File: src/rtl/ndiag_scheduler_if.sv
// Handshake bundle between the four BU requesters, the shared diag/non-diag
// compute unit and the round-robin scheduler that arbitrates between them.
interface ndiag_scheduler_if #(
  parameter int DATA_W = 32
);
  logic [3:0]        req;
  logic [DATA_W-1:0] op0;
  logic [DATA_W-1:0] op1;
  logic [DATA_W-1:0] op2;
  logic [DATA_W-1:0] op3;
  logic              unit_done;
  logic [DATA_W-1:0] unit_result;
  logic              unit_start;
  logic [DATA_W-1:0] unit_operand;
  logic [3:0]        ack;
  logic [1:0]        grant_id;
  logic [DATA_W-1:0] result;
  logic              result_valid;
  logic              result_err;
  logic              busy;

  // Requester/compute-unit side.
  modport master (
    output req, op0, op1, op2, op3, unit_done, unit_result,
    input  unit_start, unit_operand, ack, grant_id, result,
           result_valid, result_err, busy
  );

  // Scheduler side.
  modport slave (
    input  req, op0, op1, op2, op3, unit_done, unit_result,
    output unit_start, unit_operand, ack, grant_id, result,
           result_valid, result_err, busy
  );
endinterface

File: src/rtl/ndiag_scheduler.sv
// Round-robin scheduler sharing one diag/non-diag compute unit among four
// requesters, with a watchdog that aborts a transaction when the unit hangs.
module ndiag_scheduler #(
  parameter int DATA_W  = 32,
  parameter int TIMEOUT = 255
) (
  input  logic               clock,
  input  logic               areset,
  ndiag_scheduler_if.slave   bus
);

  typedef enum logic [1:0] {
    IDLE  = 2'd0,
    ISSUE = 2'd1,
    WAIT  = 2'd2,
    RESP  = 2'd3
  } state_t;

  localparam logic [7:0] WD_LAST = 8'(TIMEOUT - 1);

  state_t            state_q, state_d;
  logic [1:0]        rr_ptr_q, rr_ptr_d;
  logic [7:0]        wd_cnt_q, wd_cnt_d;
  logic              err_q, err_d;
  logic [1:0]        grant_q, grant_d;
  logic [DATA_W-1:0] operand_q, operand_d;
  logic [DATA_W-1:0] result_q, result_d;
  logic              unit_start_q, unit_start_d;
  logic [3:0]        ack_q, ack_d;
  logic              result_valid_q, result_valid_d;
  logic              result_err_q, result_err_d;
  logic              busy_q, busy_d;
  logic [2:0]        pick_s;

  // Returns {found, index}; the lowest offset from ptr wins, so scan downwards.
  function automatic logic [2:0] rr_pick(input logic [3:0] req, input logic [1:0] ptr);
    logic [2:0] pick;
    logic [1:0] idx;
    pick = 3'b000;
    for (int i = 3; i >= 0; i--) begin
      idx = ptr + 2'(i);
      if (req[idx]) begin
        pick = {1'b1, idx};
      end else begin
        pick = pick;
      end
    end
    return pick;
  endfunction

  function automatic logic [DATA_W-1:0] op_sel(
    input logic [1:0]        idx,
    input logic [DATA_W-1:0] o0,
    input logic [DATA_W-1:0] o1,
    input logic [DATA_W-1:0] o2,
    input logic [DATA_W-1:0] o3
  );
    logic [DATA_W-1:0] sel;
    case (idx)
      2'd0:    sel = o0;
      2'd1:    sel = o1;
      2'd2:    sel = o2;
      2'd3:    sel = o3;
      default: sel = '0;
    endcase
    return sel;
  endfunction

  // State, datapath and output registers.
  always_ff @(posedge clock or negedge areset) begin
    if (!areset) begin
      state_q        <= IDLE;
      rr_ptr_q       <= 2'd0;
      wd_cnt_q       <= 8'd0;
      err_q          <= 1'b0;
      grant_q        <= 2'd0;
      operand_q      <= '0;
      result_q       <= '0;
      unit_start_q   <= 1'b0;
      ack_q          <= 4'd0;
      result_valid_q <= 1'b0;
      result_err_q   <= 1'b0;
      busy_q         <= 1'b0;
    end else begin
      state_q        <= state_d;
      rr_ptr_q       <= rr_ptr_d;
      wd_cnt_q       <= wd_cnt_d;
      err_q          <= err_d;
      grant_q        <= grant_d;
      operand_q      <= operand_d;
      result_q       <= result_d;
      unit_start_q   <= unit_start_d;
      ack_q          <= ack_d;
      result_valid_q <= result_valid_d;
      result_err_q   <= result_err_d;
      busy_q         <= busy_d;
    end
  end

  // Next state and datapath; unit_done only matters in WAIT, where it beats the watchdog.
  always_comb begin
    state_d   = state_q;
    rr_ptr_d  = rr_ptr_q;
    wd_cnt_d  = wd_cnt_q;
    err_d     = err_q;
    grant_d   = grant_q;
    operand_d = operand_q;
    result_d  = result_q;
    pick_s    = rr_pick(bus.req, rr_ptr_q);
    case (state_q)
      IDLE: begin
        if (pick_s[2]) begin
          state_d   = ISSUE;
          grant_d   = pick_s[1:0];
          operand_d = op_sel(pick_s[1:0], bus.op0, bus.op1, bus.op2, bus.op3);
        end else begin
          state_d = IDLE;
        end
      end
      ISSUE: begin
        wd_cnt_d = 8'd0;
        state_d  = WAIT;
      end
      WAIT: begin
        if (bus.unit_done) begin
          result_d = bus.unit_result;
          err_d    = 1'b0;
          state_d  = RESP;
        end else if (wd_cnt_q == WD_LAST) begin
          result_d = '0;
          err_d    = 1'b1;
          state_d  = RESP;
        end else begin
          wd_cnt_d = wd_cnt_q + 8'd1;
        end
      end
      RESP: begin
        rr_ptr_d = grant_q + 2'd1;
        state_d  = IDLE;
      end
      default: begin
        state_d = IDLE;
      end
    endcase
  end

  // Output strobes are decoded from the next state so they register alongside it.
  always_comb begin
    unit_start_d   = 1'b0;
    ack_d          = 4'd0;
    result_valid_d = 1'b0;
    result_err_d   = 1'b0;
    busy_d         = 1'b1;
    case (state_d)
      IDLE: begin
        busy_d = 1'b0;
      end
      ISSUE: begin
        unit_start_d = 1'b1;
      end
      WAIT: begin
        busy_d = 1'b1;
      end
      RESP: begin
        ack_d          = 4'b0001 << grant_d;
        result_valid_d = 1'b1;
        result_err_d   = err_d;
      end
      default: begin
        busy_d = 1'b0;
      end
    endcase
  end

  assign bus.unit_start   = unit_start_q;
  assign bus.unit_operand = operand_q;
  assign bus.ack          = ack_q;
  assign bus.grant_id     = grant_q;
  assign bus.result       = result_q;
  assign bus.result_valid = result_valid_q;
  assign bus.result_err   = result_err_q;
  assign bus.busy         = busy_q;

endmodule

File: src/flat_wrapper.sv
// flat-port wrapper written by rule: the top's interface ports become plain ports
module ndiag_scheduler_flat 
#(
  parameter int DATA_W  = 32,
  parameter int TIMEOUT = 255
)
  (clock, areset, bus_req, bus_op0, bus_op1, bus_op2, bus_op3, bus_unit_done, bus_unit_result, bus_unit_start, bus_unit_operand, bus_ack, bus_grant_id, bus_result, bus_result_valid, bus_result_err, bus_busy);
  ndiag_scheduler_if #(.DATA_W(DATA_W)) bus_i ();
  input  logic clock;
  input  logic areset;
  input wire logic [$bits(bus_i.req)-1:0] bus_req;
  input wire logic [$bits(bus_i.op0)-1:0] bus_op0;
  input wire logic [$bits(bus_i.op1)-1:0] bus_op1;
  input wire logic [$bits(bus_i.op2)-1:0] bus_op2;
  input wire logic [$bits(bus_i.op3)-1:0] bus_op3;
  input wire logic [$bits(bus_i.unit_done)-1:0] bus_unit_done;
  input wire logic [$bits(bus_i.unit_result)-1:0] bus_unit_result;
  output wire logic [$bits(bus_i.unit_start)-1:0] bus_unit_start;
  output wire logic [$bits(bus_i.unit_operand)-1:0] bus_unit_operand;
  output wire logic [$bits(bus_i.ack)-1:0] bus_ack;
  output wire logic [$bits(bus_i.grant_id)-1:0] bus_grant_id;
  output wire logic [$bits(bus_i.result)-1:0] bus_result;
  output wire logic [$bits(bus_i.result_valid)-1:0] bus_result_valid;
  output wire logic [$bits(bus_i.result_err)-1:0] bus_result_err;
  output wire logic [$bits(bus_i.busy)-1:0] bus_busy;
  assign bus_i.req = bus_req;
  assign bus_i.op0 = bus_op0;
  assign bus_i.op1 = bus_op1;
  assign bus_i.op2 = bus_op2;
  assign bus_i.op3 = bus_op3;
  assign bus_i.unit_done = bus_unit_done;
  assign bus_i.unit_result = bus_unit_result;
  assign bus_unit_start = bus_i.unit_start;
  assign bus_unit_operand = bus_i.unit_operand;
  assign bus_ack = bus_i.ack;
  assign bus_grant_id = bus_i.grant_id;
  assign bus_result = bus_i.result;
  assign bus_result_valid = bus_i.result_valid;
  assign bus_result_err = bus_i.result_err;
  assign bus_busy = bus_i.busy;
  ndiag_scheduler #(.DATA_W(DATA_W), .TIMEOUT(TIMEOUT)) u_core (.clock(clock), .areset(areset), .bus(bus_i));
endmodule
File: config.mk
export PLATFORM = sky130hd
export DESIGN_NAME = ndiag_scheduler_flat
export DESIGN_NICKNAME = d
export VERILOG_FILES = /design/src/rtl/ndiag_scheduler_if.sv /design/src/rtl/ndiag_scheduler.sv /design/src/flat_wrapper.sv
export SDC_FILE = /design/constraint.sdc
export NUM_CORES = 1
export LEC_CHECK = 0
export BUFFER_PORTS_ARGS = -buffer_cell sky130_fd_sc_hd__clkbuf_2
export CORE_MARGIN = 2
export CORE_UTILIZATION = 50
export DETAILED_ROUTE_END_ITERATION = 8
export HOLD_SLACK_MARGIN = 0.1
export PLACE_DENSITY = 0.92
export REMOVE_ABC_BUFFERS = 1
export SYNTH_ARGS = -nofsm -noshare
export SYNTH_HDL_FRONTEND = slang
export SYNTH_SLANG_ARGS = --single-unit
File: constraint.sdc
create_clock -name clock -period 4.4 [get_ports clock]
set_input_delay 0.44 -clock clock [delete_from_list [all_inputs] [get_ports clock]]
set_output_delay 0.44 -clock clock [all_outputs]
set_load 0.02 [all_outputs]
==> flow_summary.toml, run 1 <==
[layout]
diodes = 0
drive_gt1_share_pct = 51.98
syn2layout_area_growth_pct = 28.32
nNetsFinal = 800

[sta]
rsz0062_at_grt = "false"
final_max_slew_viol_count = 0
hold_viol = 0
finClkSkew_ns = 0.02313
period_minus_slack_ns = 3.317
max_slew_margin_pct = 20.15
setup_viol = 0
max_freq_ghz = 0.3014
setup_ws_ns = 1.083
finalSetupTns_ns = 0
finalCritPeriodShare_pct = 75.40
holdWs_ns = 0.2660
worstMarginPinSlew_ns = 1.198

[synthesis]
synthFlopType = "dfrtp_1"
seq_area_frac_synth_pct = 45.24
async_flop_share_pct = 100.0
synth_edf_count = 0
yosysTopAreaCell = "dfrtp_1"
avgSynthCellArea_um2 = 11.91
synth_cells = 404
synth_top_cell_area_share_pct = 45.24
netlist_area_mm2 = 0.004812
synth_cell_types = 48
ys_seq_elements = 87
synth_warnings = 0
synthTopCellsByArea = "dfrtp_1 45%, a221oi_2 9.4%, a211oi_2 7.0%"

[floorplan]
fp-row-count = 35
core_area_mm2 = 0.009284
die-area_mm2 = 0.01043
fp.dieW_um = 102.1
die_h_um = 102.1
io_pins = 241
initial_core_util_pct = 51.83

[clock_network]
cts_root_buf = "clkbuf_8"
cts_htree_levels = 3
cts.sinks = 87
cts_resized = 0
cts_setup_buffers = 0
clk_path_buf_depth = 2
clk-insertion-delay-late_ns = 0.36
clkTransAtPathRegs_ns = 0.10
cts_tree = "built"
cts_buffers = 9
ctsHoldBuffers = 0

[detailed_routing]
routedWlPerCell_um = 17.74
finalWirelength_mm = 13.49
vias_per_cell = 5.549
drt_first_pass_iters = 4
final_antenna_net_count = 0
vias = 4217
drtIter0Drc = 235
drc_errors = 0

[global_routing]
antenna_found_initial = 0
grt_pass1_wl_mm = 20.31
grt.overflow.total = 0
grt_pass1_vias = 4156
grt_start_max_net_pins = 88
grt_usage_pct = 24.87

[placed_design]
place_ws_ns = 1.157
gp_congestion = 0.8683
portBuffers = 240
dp_hpwl_mm = 9.934

[setup_path]
cp_max_fo = 34
cp-end-kind = "flop"
cp-start-kind = "flop"
critPathRequiredTime_ns = 4.65
cp.arrival_ns = 3.57
worstSetupPathType = "flop to flop"

[power]
p_leak_nw = 3.136
peakVddDrop_uv = 410.3
pwr_density_cell_mw_per_mm2 = 683.5

[job]
drv_cap = 0

[outcome]
status = "completed"

[worst_hold_path]
hp-class = "input port to async pin"
Yosys cell counts, types with 2 or more instances:
| cell | count |
|---|---|
| and2_1 | 34 |
| nand4_1 | 3 |
| nand2_1 | 7 |
| mux2i_1 | 32 |
| o21ai_0 | 2 |
| or3_1 | 2 |
| buf_8 | 3 |
| buf_6 | 5 |
| buf_2 | 12 |
| nand3_1 | 3 |
| a211oi_2 | 27 |
| inv_1 | 8 |
| nor4_1 | 2 |
| nor3b_1 | 2 |
| nor2b_1 | 2 |
| o31ai_4 | 2 |
| nor3_1 | 2 |
| a21oi_1 | 7 |
| ha_1 | 7 |
| a221oi_1 | 2 |
| a221oi_2 | 30 |
| xnor2_1 | 4 |
| a211oi_1 | 5 |
| clkbuf_1 | 9 |
| nor2_1 | 47 |
| inv_2 | 2 |
| dfrtp_1 | 87 |
| and3_1 | 2 |
| nand2b_1 | 2 |
| a22o_1 | 34 |
layout make-up:
type                    count  area, um2
clock inverters             6      57.56
fillers                   745       3109
repair buffers            242       1219
clock buffers              10      137.6
flip-flops and latches     87       2177
well taps                 129      161.4
inverters                  10      37.54
multi-input cells         276       2385
state kept, by name (all words and copies together) (netlist names):
name	count
u_core.bus.ack	4
u_core.bus.busy	1
u_core.bus.grant_id	2
u_core.bus.result	32
u_core.bus.result_err	1
u_core.bus.result_valid	1
u_core.bus.unit_operand	32
u_core.bus.unit_start	1
u_core.err_q	1
u_core.rr_ptr_q	2
u_core.state_q	2
u_core.wd_cnt_q	8
layout by cell type, fill, tap and decap left out, drive strengths merged, types with 4 or more instances in the layout:
master / instances
inv: 15
nor2: 47
nand2: 7
clkbuf: 249
mux2i: 32
a22o: 34
a21oi: 8
and2: 34
xnor2: 4
ha: 7
dfrtp: 87
a221oi: 32
a211oi: 32
worst paths after layout:
check	from	end	slack (ns)	cells past startpoint
max	u_core.state_q[0]	u_core.bus.ack[1]	1.08	7
min	areset	u_core.bus.result[12]	0.27	1
max reg2reg	u_core.state_q[0]	u_core.bus.ack[1]	1.08	7
min reg2reg	u_core.bus.result[22]	u_core.bus.result[22]	0.51	1
max in group asynchronous	areset	u_core.bus.unit_operand[16]	3.41	1
min in group clock	bus_unit_result[9]	u_core.bus.result[9]	0.29	2
kinds of logic after synthesis:
group	share of synthesized area (%)
xor gates and xnor gates	0.9100
AOI/OAI and AO/OA	27.82
and+or+nand+nor	12.14
adders and majority gates	1.820
buffers and inverters	5.408
DFF	45.24
muxes	6.656
worst max-delay path: stages, from the launching register on:
cell and delay (ns):
dfrtp_1 0.42, inv_1 0.10, ha_1 0.30, and2_1 0.58, o21ba_1 1.19, nand2_1 0.14, and3_2 0.30, and3_1 0.18
routing by layer:
layer,wire (um),track usage (%)
met5,0,0
met3,494,2.873
met2,7107,42.00
met1,5514,32.83
met4,369,10.05
stage by stage:
stage	total power [mW]	utilization [%]	cell area [um2]	std cells
6_report	4.221	66.51	6175	760
5_1_grt	4.466	66.51	6175	760
4_1_cts	4.237	66.51	6175	760
3_5_place_dp	3.675	64.41	5979	744
3_3_place_gp	3.566	64.41	5979	744
2_1_floorplan	2.919	-	4589	373
power by group:
| group | leakage, nW | total (mW) | internal, mW | switching, mW |
|---|---|---|---|---|
| Combinational | 1.98 | 2.28 | 0.849 | 1.43 |
| Clock | 0.102 | 0.556 | 0.236 | 0.320 |
| Sequential | 1.05 | 1.38 | 1.15 | 0.232 |
| Total | 3.14 | 4.22 | 2.24 | 1.98 |
No activity file was read; power rests on OpenSTA's default activity.
==> run 2, diff against run 1 <==
--- a/config.mk
+++ b/config.mk
@@ -5,12 +5,13 @@
 export SDC_FILE = /design/constraint.sdc
 export NUM_CORES = 1
 export LEC_CHECK = 0
+export ABC_AREA = 1
 export BUFFER_PORTS_ARGS = -buffer_cell sky130_fd_sc_hd__clkbuf_2
 export CORE_MARGIN = 2
-export CORE_UTILIZATION = 50
+export CORE_UTILIZATION = 42
 export DETAILED_ROUTE_END_ITERATION = 8
 export HOLD_SLACK_MARGIN = 0.1
-export PLACE_DENSITY = 0.92
+export PLACE_DENSITY = 0.83
 export REMOVE_ABC_BUFFERS = 1
 export SYNTH_ARGS = -nofsm -noshare
 export SYNTH_HDL_FRONTEND = slang
==> constraint.sdc (replaced) <==
create_clock -name clock -period 2.9 [get_ports clock]
set_input_delay 0.29 -clock clock [delete_from_list [all_inputs] [get_ports clock]]
set_output_delay 0.29 -clock clock [all_outputs]
set_load 0.02 [all_outputs]
==> flow_summary.toml, run 2 <==
[power]
pwr-share-comb_pct = 60.9
p_sw_share_pct = 51.25
seq_power_share_pct = 24.9
p_int_mw = 4.130
p_leak_nw = 3.873
power_mw = 8.473
switchingPower_mw = 4.343
pwr_density_cell_mw_per_mm2 = 1306
clkPwrFrac_pct = 14.2
peakVddDrop_uv = 791.0

[detailed_routing]
vias_per_cell = 4.981
vias = 5325
drtIter0Drc = 523
routedWlPerCell_um = 13.93
final_antenna_net_count = 0
finalWirelength_mm = 14.89
drt_first_pass_iters = 5
drc_errors = 0

[setup_path]
r2r.worst_path.cells = 12
max_stage_delay_ns = 0.52
critPathRequiredTime_ns = 3.16
crit_slowest_cell = "dfrtp_1"
r2r_end = "u_core.bus.ack[0]"
path_delay_family = "simple AND/OR/NAND/NOR gates"
cp_cell_sequence = "inv_4 -> nand2_1 -> nand2_1 -> nand3_2 -> nand2_1 -> nor3_1 -> nand2_1 -> nand2_2 -> inv_1 -> o21ai_1 -> inv_1 -> nor2_1"
cp-start-kind = "flop"
cp_max_fo = 28
worstSetupPathType = "flop to flop"
cp.buffers_inverters = 3
cp.arrival_ns = 2.56
crit_top_cell = "nand2_1"
cp-end-kind = "flop"
timing.rr.start = "u_core.rr_ptr_q[0]"
r2r_slack_ns = 0.60

[floorplan]
initial_core_util_pct = 42.98
die_h_um = 111.9
fp.dieW_um = 111.9
fp-row-count = 39
core_area_mm2 = 0.01137
die-area_mm2 = 0.01251
io_pins = 241

[clock_network]
cts_resized = 0
cts_htree_levels = 3
clk_path_buf_depth = 2
ctsHoldBuffers = 1
clk-insertion-delay-late_ns = 0.34
cts_buffers = 9
cts_root_buf = "clkbuf_16"
cts_tree = "built"
cts.sinks = 87
cts_setup_buffers = 0
clkTransAtPathRegs_ns = 0.07

[global_routing]
grt_pass1_wl_mm = 24.01
grt_usage_pct = 23.92
grt_start_max_net_pins = 63
antenna_found_initial = 0
grt.overflow.total = 0
grt_pass1_vias = 4983

[sta]
finClkSkew_ns = 0.007642
finalCritPeriodShare_pct = 79.31
rsz0062_at_grt = "false"
hold_viol = 0
setup_viol = 0
period_minus_slack_ns = 2.300
final_max_slew_viol_count = 0
max_slew_margin_pct = 45.57
setup_ws_ns = 0.6001
worstMarginPinSlew_ns = 0.8164
max_freq_ghz = 0.4348
finalSetupTns_ns = 0
holdWs_ns = 0.1730

[synthesis]
synth_top_cell_area_share_pct = 44.55
seq_area_frac_synth_pct = 44.55
async_flop_share_pct = 100.0
synth_cells = 699
avgSynthCellArea_um2 = 6.992
synth_common_cells = "253 x nand2_1, 113 x nor2_1, 89 x nand3_1"
ys_seq_elements = 87
synth_warnings = 0
netlist_area_mm2 = 0.004887
synth_edf_count = 0
synthTopCellsByArea = "dfrtp_1 45%, nand2_1 19%, nand3_1 9.1%"
synth_most_common_cell = "nand2_1"
synth_cell_types = 26
yosysTopAreaCell = "dfrtp_1"
synthFlopType = "dfrtp_1"

[worst_hold_path]
hp-class = "input port to flop"
min_to = "u_core.bus.result[24]"
min-delay-start = "bus_unit_result[24]"
holdPathStages = 3

[placed_design]
place_ws_ns = 0.6241
portBuffers = 240
dp_hpwl_mm = 10.79
gp_congestion = 0.9264

[layout]
diodes = 0
seq_area_mm2 = 0.002177
final_cell_mix = "252 x nand2_1, 239 x clkbuf_2, 113 x nor2_1"
fill_cells = 1071
final_core_util_pct = 57.07
multiInputGateArea_mm2 = 0.002292
drive_gt1_share_pct = 30.56
syn2layout_area_growth_pct = 32.77
final_common_cell = "nand2_1"
nNetsFinal = 1096

[outcome]
status = "completed"

[job]
drv_cap = 0
[run 2: cell count changes after synthesis, moves of 32 or more]
cell     previous run  this run
mux2i_1            32         0
nand2_1             7       253
nor2_1             47       113
and2_1             34         0
nand3_1             3        89
inv_1               8        42
a22o_1             34         0
[run 2: metal layers]
| layer | wire [um] | GRT usage (%) | share of wire [%] | vias to the layer above |
|---|---|---|---|---|
| met3 | 1171 | 4.845 | 7.9 | 29 |
| met4 | 338 | 8.230 | 2.3 | 0 |
| met2 | 7186 | 40.32 | 48 | 255 |
| li1 | - | - | - | 2634 |
| met5 | 0 | 0 | 0 | - |
| met1 | 6192 | 30.78 | 42 | 2407 |
[run 2: cells by family (layout without fill, tap and decap cells)]
logic type | Yosys count | after routing | synth area share, %
and+or+nand+nor | 485 | 485 | 41.35
DFF | 87 | 87 | 44.55
adders and majority gates | 7 | 7 | 1.792
AOI/OAI and AO/OA | 28 | 28 | 3.021
buffers and inverters | 89 | 316 | 8.756
xor gates and xnor gates | 3 | 3 | 0.5377
[run 2: worst reg2reg max path, delay by kind of cell, from the launching register on]
kind                   cells  cell delay [ns]
buffers and inverters      3             0.30
and+or+nand+nor            8             1.18
AOI/OAI and AO/OA          1             0.22
DFF                        1             0.52
[run 2: power by group through the flow]
stage	registers, mW	logic [mW]	clock network [mW]
after floorplan	2.65	2.82	0
after global placement	2.12	5.07	0
after detailed placement	2.11	5.17	0
after CTS	2.11	5.19	1.23
after global routing	2.18	5.81	1.29
final	2.11	5.16	1.20
[run 2: area by class of cell]
cell class | instances | share of cell area [%]
Tap cell | 143 | 2.757
Clock inverter | 5 | 1.003
Timing Repair Buffer | 253 | 20.86
Sequential cell | 87 | 33.55
Inverter | 48 | 2.815
Clock buffer | 10 | 3.683
Multi-Input combinational cell | 523 | 35.33
[run 2: how the worst max path moves through the flow]
| stage | from | endpoint | slack (ns) | cells past startpoint |
|---|---|---|---|---|
| after global routing | u_core.rr_ptr_q[0] | u_core.bus.ack[0] | 0.30 | 12 |
| after CTS | u_core.rr_ptr_q[0] | u_core.bus.ack[0] | 0.59 | 12 |
| after detailed placement | u_core.rr_ptr_q[0] | u_core.bus.ack[0] | 0.62 | 12 |
| after global placement | u_core.rr_ptr_q[0] | u_core.bus.unit_operand[0] | 0.74 | 11 |
| after floorplan | u_core.state_q[0] | u_core.bus.ack[0] | 0.19 | 10 |
| final | u_core.rr_ptr_q[0] | u_core.bus.ack[0] | 0.60 | 12 |
[run 2: metrics by stage]
stage,cell area (um2),std cells
floorplan,4642,658
global placement,6175,1053
detailed placement,6175,1053
CTS,6489,1069
global route,6489,1069
finish,6489,1069
